<file path="config.mk">
export PLATFORM = sky130hd
export DESIGN_NAME = axis_fifo
export DESIGN_NICKNAME = d
export VERILOG_FILES = /design/src/rtl/axis_fifo_pkg.sv /design/src/rtl/axis_fifo_sync.sv /design/src/rtl/axis_fifo.sv
export SDC_FILE = /design/constraint.sdc
export NUM_CORES = 1
export LEC_CHECK = 0
export ABC_AREA = 0
export CAP_MARGIN = 20
export CORE_ASPECT_RATIO = 1.1
export CORE_MARGIN = 4
export CORE_UTILIZATION = 50
export CTS_BUF_LIST = sky130_fd_sc_hd__clkbuf_2 sky130_fd_sc_hd__clkbuf_4 sky130_fd_sc_hd__clkbuf_8
export DETAILED_ROUTE_END_ITERATION = 10
export PLACE_DENSITY = 0.69
export SYNTH_ARGS = -nofsm -noshare
export SYNTH_HDL_FRONTEND = slang
export SYNTH_SLANG_ARGS = --single-unit
</file>
<file path="constraint.sdc">
create_clock -name aclk -period 8 [get_ports aclk]
set_clock_uncertainty 0.15 [all_clocks]
set_input_delay 1.2 -clock aclk [delete_from_list [all_inputs] [get_ports aclk]]
set_output_delay 1.2 -clock aclk [all_outputs]
set_load 0.01 [all_outputs]
</file>
<file path="src/rtl/axis_fifo_pkg.sv">
// Shared helpers for axis_fifo: pointer width and binary/gray conversions.
// Latency: n/a (constant functions and combinational helpers only).
// Backpressure: n/a.
package axis_fifo_pkg;

    // Conversions run on a fixed 32-bit carrier. Callers zero-extend a
    // narrower pointer in and truncate the result back, which is exact for
    // both directions because the extra high bits stay zero.
    localparam int PTR_MAX_W = 32;
    typedef logic [PTR_MAX_W-1:0] ptr_word_t;

    // Pointer width is address bits plus one wrap bit, which separates
    // full from empty.
    function automatic int ptr_width(input int depth);
        return $clog2(depth) + 1;
    endfunction

    function automatic ptr_word_t bin2gray(input ptr_word_t b);
        return b ^ (b >> 1);
    endfunction

    function automatic ptr_word_t gray2bin(input ptr_word_t g);
        ptr_word_t b;
        b = g;
        for (int i = 1; i < PTR_MAX_W; i++) begin
            b = b ^ (g >> i);
        end
        return b;
    endfunction

endpackage

</file>
<file path="src/rtl/axis_fifo_sync.sv">
// Pointer synchroniser: WIDTH-bit flop chain of DEPTH stages, reset to 0.
// Latency: DEPTH clock edges from i_dat to o_dat.
// Backpressure: none, samples every edge.
// Ports: i_clk/i_rst_n clock and async active-low reset, i_dat in, o_dat out.
module axis_fifo_sync #(
    parameter int WIDTH = 4,
    parameter int DEPTH = 2
) (
    input  logic             i_clk,
    input  logic             i_rst_n,
    input  logic [WIDTH-1:0] i_dat,
    output logic [WIDTH-1:0] o_dat
);

    logic [WIDTH-1:0] r_stage [DEPTH];

    always_ff @(posedge i_clk or negedge i_rst_n) begin
        if (!i_rst_n) begin
            for (int i = 0; i < DEPTH; i++) begin
                r_stage[i] <= '0;
            end
        end else begin
            r_stage[0] <= i_dat;
            for (int i = 1; i < DEPTH; i++) begin
                r_stage[i] <= r_stage[i-1];
            end
        end
    end

    assign o_dat = r_stage[DEPTH-1];

endmodule

</file>
<file path="src/rtl/axis_fifo.sv">
// First-word-fall-through FIFO for AXI4-Stream beats stored as opaque words.
// Latency: a word written at edge N shows on valid_o/data_o after edge N+SYNC_DEPTH.
// Backpressure: ready_i drops when full; a relieving pop raises it SYNC_DEPTH edges later.
// Ports: aclk/aresetn clock and async active-low reset; data_i/valid_i/ready_i
//        upstream side; data_o/valid_o/ready_o downstream side.
// Option: define AXIS_FIFO_LEVEL_EN to add output level (write-side fill count).
module axis_fifo
    import axis_fifo_pkg::*;
#(
    parameter int FIFO_WIDTH = 10,
    parameter int FIFO_DEPTH = 8,
    parameter int SYNC_DEPTH = 2
) (
    input  logic                       aclk,
    input  logic                       aresetn,
    input  logic [FIFO_WIDTH-1:0]      data_i,
    input  logic                       valid_i,
    output logic                       ready_i,
    output logic [FIFO_WIDTH-1:0]      data_o,
    output logic                       valid_o,
`ifdef AXIS_FIFO_LEVEL_EN
    output logic [$clog2(FIFO_DEPTH):0] level,
`endif
    input  logic                       ready_o
);

    localparam int AW = $clog2(FIFO_DEPTH);
    localparam int PW = ptr_width(FIFO_DEPTH);
    // Full when the write gray pointer equals the synced read gray pointer
    // with its top two bits inverted (one full lap ahead).
    localparam logic [PW-1:0] FULL_MASK = PW'(3) << (AW - 1);

    logic [FIFO_WIDTH-1:0] r_mem [FIFO_DEPTH];

    logic [PW-1:0] r_wr_ptr;
    logic [PW-1:0] r_rd_ptr;
    logic [PW-1:0] r_wr_gray;
    logic [PW-1:0] r_rd_gray;
    logic [PW-1:0] w_wr_gray_s;
    logic [PW-1:0] w_rd_gray_s;
    logic [PW-1:0] w_wr_ptr_nxt;
    logic [PW-1:0] w_rd_ptr_nxt;
    logic          r_run;
    logic          w_full;
    logic          w_empty;
    logic          w_push;
    logic          w_pop;

    // Flags compare against delayed copies of the far pointer, so they can
    // only be late to clear, never early: no overflow or underflow.
    assign w_full  = (r_wr_gray == (w_rd_gray_s ^ FULL_MASK));
    assign w_empty = (r_rd_gray == w_wr_gray_s);

    // r_run holds ready_i low until the first edge after reset release.
    assign ready_i = r_run && !w_full;
    assign valid_o = !w_empty;

    assign w_push       = valid_i && ready_i;
    assign w_pop        = valid_o && ready_o;
    assign w_wr_ptr_nxt = r_wr_ptr + PW'(1);
    assign w_rd_ptr_nxt = r_rd_ptr + PW'(1);

    always_ff @(posedge aclk or negedge aresetn) begin
        if (!aresetn) begin
            r_run     <= 1'b0;
            r_wr_ptr  <= '0;
            r_wr_gray <= '0;
        end else begin
            r_run <= 1'b1;
            if (w_push) begin
                r_wr_ptr  <= w_wr_ptr_nxt;
                r_wr_gray <= PW'(bin2gray(ptr_word_t'(w_wr_ptr_nxt)));
            end
        end
    end

    always_ff @(posedge aclk or negedge aresetn) begin
        if (!aresetn) begin
            r_rd_ptr  <= '0;
            r_rd_gray <= '0;
        end else if (w_pop) begin
            r_rd_ptr  <= w_rd_ptr_nxt;
            r_rd_gray <= PW'(bin2gray(ptr_word_t'(w_rd_ptr_nxt)));
        end
    end

    // Storage is not reset; reset only discards it by clearing pointers.
    always_ff @(posedge aclk) begin
        if (w_push) begin
            r_mem[r_wr_ptr[AW-1:0]] <= data_i;
        end
    end

    // Head word is read combinationally; it only moves on a pop, so it is
    // stable while valid_o && !ready_o.
    assign data_o = r_mem[r_rd_ptr[AW-1:0]];

    axis_fifo_sync #(
        .WIDTH (PW),
        .DEPTH (SYNC_DEPTH)
    ) u_wr2rd_sync (
        .i_clk   (aclk),
        .i_rst_n (aresetn),
        .i_dat   (r_wr_gray),
        .o_dat   (w_wr_gray_s)
    );

    axis_fifo_sync #(
        .WIDTH (PW),
        .DEPTH (SYNC_DEPTH)
    ) u_rd2wr_sync (
        .i_clk   (aclk),
        .i_rst_n (aresetn),
        .i_dat   (r_rd_gray),
        .o_dat   (w_rd_gray_s)
    );

`ifdef AXIS_FIFO_LEVEL_EN
    assign level = r_wr_ptr - PW'(gray2bin(ptr_word_t'(w_rd_gray_s)));
`endif

endmodule

</file>
# Word-level counts from Yosys, hierarchy flattened
# Memory sizes are Yosys's and may differ from the RTL's.
# Index checks and enable logic that the tools add are counted.
[word_totals]
regBits = 33
ram_bits = 80
input_bits = 14
output_inout_bits = 12
wordCells = 24
memories = 1
[classes]
addsub = 2
eq_ne = 2
n_mux = 2
bitwise_logic = 3
n_reduce_logical = 5
[memory_table]
columns = ["memory", "depth", "word_bits", "rd", "rd_ports_with_merged_regs", "wr", "line_no", "source"]
rows = [
  ["r_mem", 8, 10, 1, 0, 1, "axis_fifo.sv:33", "logic [FIFO_WIDTH-1:0] r_mem [FIFO_DEPTH];"],
]
[op_table]
columns = ["cell", "n"]
rows = [
  ["$add A4 B1 Y4 const B", 2],
  ["$eq A4 B4 Y1", 2],
  ["$xor A4 B3 Y4", 2],
  ["$logic_and A1 B1 Y1", 3],
  ["$logic_not A1 Y1", 2],
  ["$mux W1", 2],
  ["$not A2 Y2", 1],
]

# Depth between registers and ports, before layout
[logic_depth]
ltp_word = 7
ltp_mapped = 6
ltp_nobuf = 4

# By module
# From an unflattened synthesis, not the netlist that was laid out.
[unflattened]
hier_cells = 225
hier_area_um2 = 4399.2
[by_module_without_submodules]
columns = ["module", "instances", "cells_per_inst", "area_per_inst_um2", "seq_area_each_um2"]
rows = [
  ["axis_fifo", 1, 201, 3938.8, 2777.7],
  ["axis_fifo_sync", 2, 12, 230.2, 200.2],
]

# Least setup slack after synthesis
# OpenSTA, ideal clock, no wires.
[synth_timing]
path_type = "input-to-reg"
start = "in valid_i"
end = "mem r_mem[0][0] (enable)"
setup_ns = 0.404
arrival_ns = 2.368
t_required_ns = 7.446
slack_ns = 5.079
stages = 2
path_buffers = 0
path_cell_list = "nand2_1 > nor4_1"
[synth_via]
elab_chain_len = 3
[synth_lines]
columns = ["item", "line_no", "source"]
rows = [
  ["start, declared", "axis_fifo.sv:17", "input logic valid_i,"],
  ["$logic_and A1 B1 Y1", "axis_fifo.sv:58", "assign w_push = valid_i && ready_i;"],
  ["$mux W1", "axis_fifo.sv:89", "if (w_push) begin"],
  ["$mux W1 (implied by the code)", "axis_fifo.sv:90", "r_mem[r_wr_ptr[AW-1:0]] <= data_i;"],
  ["end, declared", "axis_fifo.sv:33", ""],
]
# No other way between the ends.

# Final worst setup path
[layout_timing]
start = "reg r_rd_ptr[1]"
end = "out data_o[4]"
[layout_via]
elab_chain_len = 1
[layout_lines]
columns = ["item", "line_no", "source"]
rows = [
  ["start, declared", "axis_fifo.sv:36", "logic [PW-1:0] r_rd_ptr;"],
  ["start signal, assigned", "axis_fifo.sv:82", "r_rd_ptr <= w_rd_ptr_nxt;"],
  ["$mem_v2 Z8 W10", "-", ""],
  ["end, declared", "axis_fifo.sv:19", "output logic [FIFO_WIDTH-1:0] data_o,"],
]
# No other way between the ends.

==> key figures <==
Clock network
  • CTS resizes: 0
  • Clk root buf: clkbuf_8
  • Clk_lat worst skew: 0.36 ns
  • CTS Buffer Depth: 2
  • Clock transition at path regs: 0.10 ns
  • Clock sink count: 111
  • CTS buffer count: 9
  • H-tree levels: 3
  • CTS tree: done
  • Hold buffers post-CTS: 0
  • Postcts setup bufs: 0

Placed design
  • RePlAce Congestion: 0.734
  • Place WS: 4.47 ns
  • Placed Cells: 353
  • DPL Wire Length: 4520 um
  • PortBufs: 25
  • Placed Area: 0.00476 sq mm

Final layout
  • Diode count: 0
  • Final nets: 270
  • P&R area growth vs syn: 14.1%
  • Reg area: 0.00318 sq mm
  • Final std cells w/o fill: 370
  • Final instance area: 0.00497 sq mm
  • Fillers: 624
  • Final core occ: 58.8%
  • Multi-input logic area: 0.00112 sq mm
  • Share of layout cells above drive strength 1: 18.9%

Global route
  • First-pass GRT wire length: 11600 um
  • Met2 Usage GRT: 24.4%
  • Total GRT Usage: 15.2%
  • Largest net degree at the start of global routing: 32
  • Busiest layer in global routing: met2
  • Routing usage on met3: 3.38%
  • Initial antenna violation count: 0
  • Met1 usage: 19.9%
  • Vias in the first global route: 2119
  • Grt total ovfl: 0

STA
  • Final Slew Violations: 0
  • Worst-Margin Slew: 1.01 ns
  • Max Freq: 256 MHz
  • Final WS setup: 4.09 ns
  • Min Hold Slack: 0.205 ns
  • TNS Setup: 0 ns
  • Minimum clock period: 3.91 ns
  • Unrepaired setup endpoints after global routing: no
  • Final hold viol count: 0
  • Period utilisation layout: 48.9%
  • Slew HR: 32.1%
  • Setup violators final: 0

Power and ir drop
  • Worst vdd ir: 0.175 mV
  • Net Sw Frac: 30.4%
  • Power per cell area: 350 mW/mm^2
  • Sequential Power Share: 48.0%
  • Total power: 1.74 mW
  • Comb power frac: 32.6%
  • Leak pwr: 1.76 nW
  • Psw: 0.529 mW
  • Int Pwr: 1.21 mW
  • Clock power frac: 19.4%

Worst setup path
  • Startpoint Class: flop
  • Critical path type: reg -> out
  • Critical path fanouts, max: 24
  • Worst Path Required: 6.65 ns
  • Setup crit end kind: output port
  • CP Cell Sequence: mux4_1 > mux2_2 > clkdlybuf4s50_1
  • Max incr delay on CP: 1.00 ns
  • R2r worst-path depth: 4
  • Arrival time worst endpoint: 2.56 ns
  • Buf+Inv Stages, Crit Path: 1
  • Worst r2r dst: r_mem[2][9]$_DFFE_PP_
  • Crit-path slowest cell: dfrtp_1
  • Delay-heaviest family, CP: flip-flops
  • Reg2Reg Setup Slack: 5.47 ns
  • Reg2reg start: r_wr_ptr[3]$_DFFE_PN0P_

Floorplan
  • Die width: 97.0 um
  • Area of the core: 0.00845 sq mm
  • Die H: 106 um
  • Die area: 0.0103 sq mm
  • FP Rows: 35
  • Initial Util: 51.5%
  • IO Count: 26

Synthesis
  • Net Count, Synth: 233
  • Post-synth EDFFs: 80
  • Flops & latches, synth: 111
  • Sequential fraction of the synthesis area: 73.0%
  • Syn Area/Cell: 20.1 sq um
  • YS warnings: 0
  • Post-Syn Area: 0.00436 sq mm
  • Async SR Flop Fraction: 27.9%
  • Post-synth cell types: 29
  • Post-Syn Instances: 217
  • Top_reg_cell synth: edfxtp_1

Detailed routing
  • Vias per Instance: 5.36
  • Wirelength per Cell: 19.7 um
  • DR pass1 iterations: 4
  • Antenna Nets Post-Route: 0
  • DRC Markers: 0
  • DR iter-0 viols: 121
  • DRT Wirelength: 7280 um
  • Vias: 1985

Hold path
  • Worst hold path stage count: 0
  • Type of the worst min-delay path: reg -> reg
  • Hold Path Origin: u_wr2rd_sync.r_stage[6]$_DFF_PN0_
  • Min-Delay Endpoint: u_wr2rd_sync.o_dat[2]$_DFF_PN0_

Job
  • Max-Cap Viols: 0

Status
  • Status: completed
[layer usage]
metal / part of all wire (%) / vias to the layer above
met1: 45 / 1016
li1: - / 923
met2: 50 / 36
met4: 1.6 / 0
met5: 0 / -
met3: 3.1 / 10
[how the worst max path moves through the flow]
stage	slack, ns	from	cells after the start	endpoint
global route	4.00	r_rd_ptr[1]$_DFFE_PN0P_	3	data_o[3]
finish	4.09	r_rd_ptr[1]$_DFFE_PN0P_	3	data_o[4]
floorplan	5.08	valid_i	2	r_mem[0][0]$_DFFE_PP_
CTS	4.06	r_rd_ptr[1]$_DFFE_PN0P_	3	data_o[8]
global placement	4.38	valid_i	4	r_mem[5][7]$_DFFE_PP_
detailed placement	4.47	r_rd_ptr[1]$_DFFE_PN0P_	3	data_o[8]
[registers in the layout, summed over array words and instances, names as in the netlist]
register              flops
u_rd2wr_sync.r_stage      4
r_rd_ptr                  4
r_wr_ptr                  4
r_mem                    80
u_wr2rd_sync.o_dat        4
u_wr2rd_sync.r_stage      4
r_wr_gray                 3
u_rd2wr_sync.o_dat        4
r_rd_gray                 3
r_run                     1
[cell families after synthesis]
logic type	after synthesis	share of synthesized area [%]
multiplexers	35	15.6
other	1	0.0861
adder cells (fa/ha/maj)	2	0.574
buffers and inverters	10	1.64
XOR/XNOR	24	4.83
AND/OR/NAND/NOR	29	3.36
flip-flops	111	73.0
AO/OA/AOI/OAI	5	0.948
[synthesized netlist by cell type, drive strengths merged (2+ instances only)]
cell type / instances / area (sq um)
edfxtp: 80 / 2400
dfrtp: 31 / 776
mux4: 20 / 510
xnor2: 16 / 140
mux2: 15 / 169
nand2: 10 / 37.5
xor2: 8 / 70.1
buf: 6 / 56.3
nor2: 5 / 18.8
clkbuf: 3 / 11.3
nand3: 3 / 15.0
o21ai: 3 / 15.0
ha: 2 / 25.0
nand4: 2 / 12.5
nor3: 2 / 10.0
nor4: 2 / 12.5
[power by group through the flow]
stage | combinational, mW | clock, mW | sequential, mW
after detailed placement | 0.574 | 0 | 0.850
after CTS | 0.577 | 0.348 | 0.839
after floorplan | 0.451 | 0 | 0.787
after global routing | 0.621 | 0.373 | 0.850
after global placement | 0.565 | 0 | 0.846
final | 0.567 | 0.337 | 0.836
[worst reg2reg max path: stages, from the launching register on]
cell and delay [ns]:
dfrtp_1 0.45, xor2_1 0.19, and4_1 0.26, or2_2 0.33, nor2_1 0.79
[area by class of cell]
class,instances,share of cell area [%]
Sequential cell,111,63.9
Tap cell,111,2.79
Clock buffer,9,2.49
Inverter,1,0.0755
Clock inverter,7,1.59
Timing Repair Buffer,35,6.62
Multi-Input combinational cell,96,22.5
[layout by cell type, fill, tap and decap left out]
master	instances
a41o_1	1
a41oi_2	1
and4_1	1
buf_4	9
buf_6	1
bufinv_16	1
clkbuf_8	9
clkdlybuf4s50_1	25
clkinv_1	1
clkinv_2	1
clkinv_4	1
conb_1	1
dfrtp_1	31
edfxtp_1	80
ha_1	2
inv_1	1
inv_6	1
inv_8	2
mux2_2	15
mux4_1	16
mux4_2	4
nand2_1	10
nand2b_1	1
nand3_1	3
nand4_1	2
nor2_1	5
nor2b_1	1
nor3_1	2
nor3b_2	1
nor4_2	2
o21ai_0	3
or2_2	1
xnor2_1	16
xor2_1	8
(Power assumes the default switching activity.)
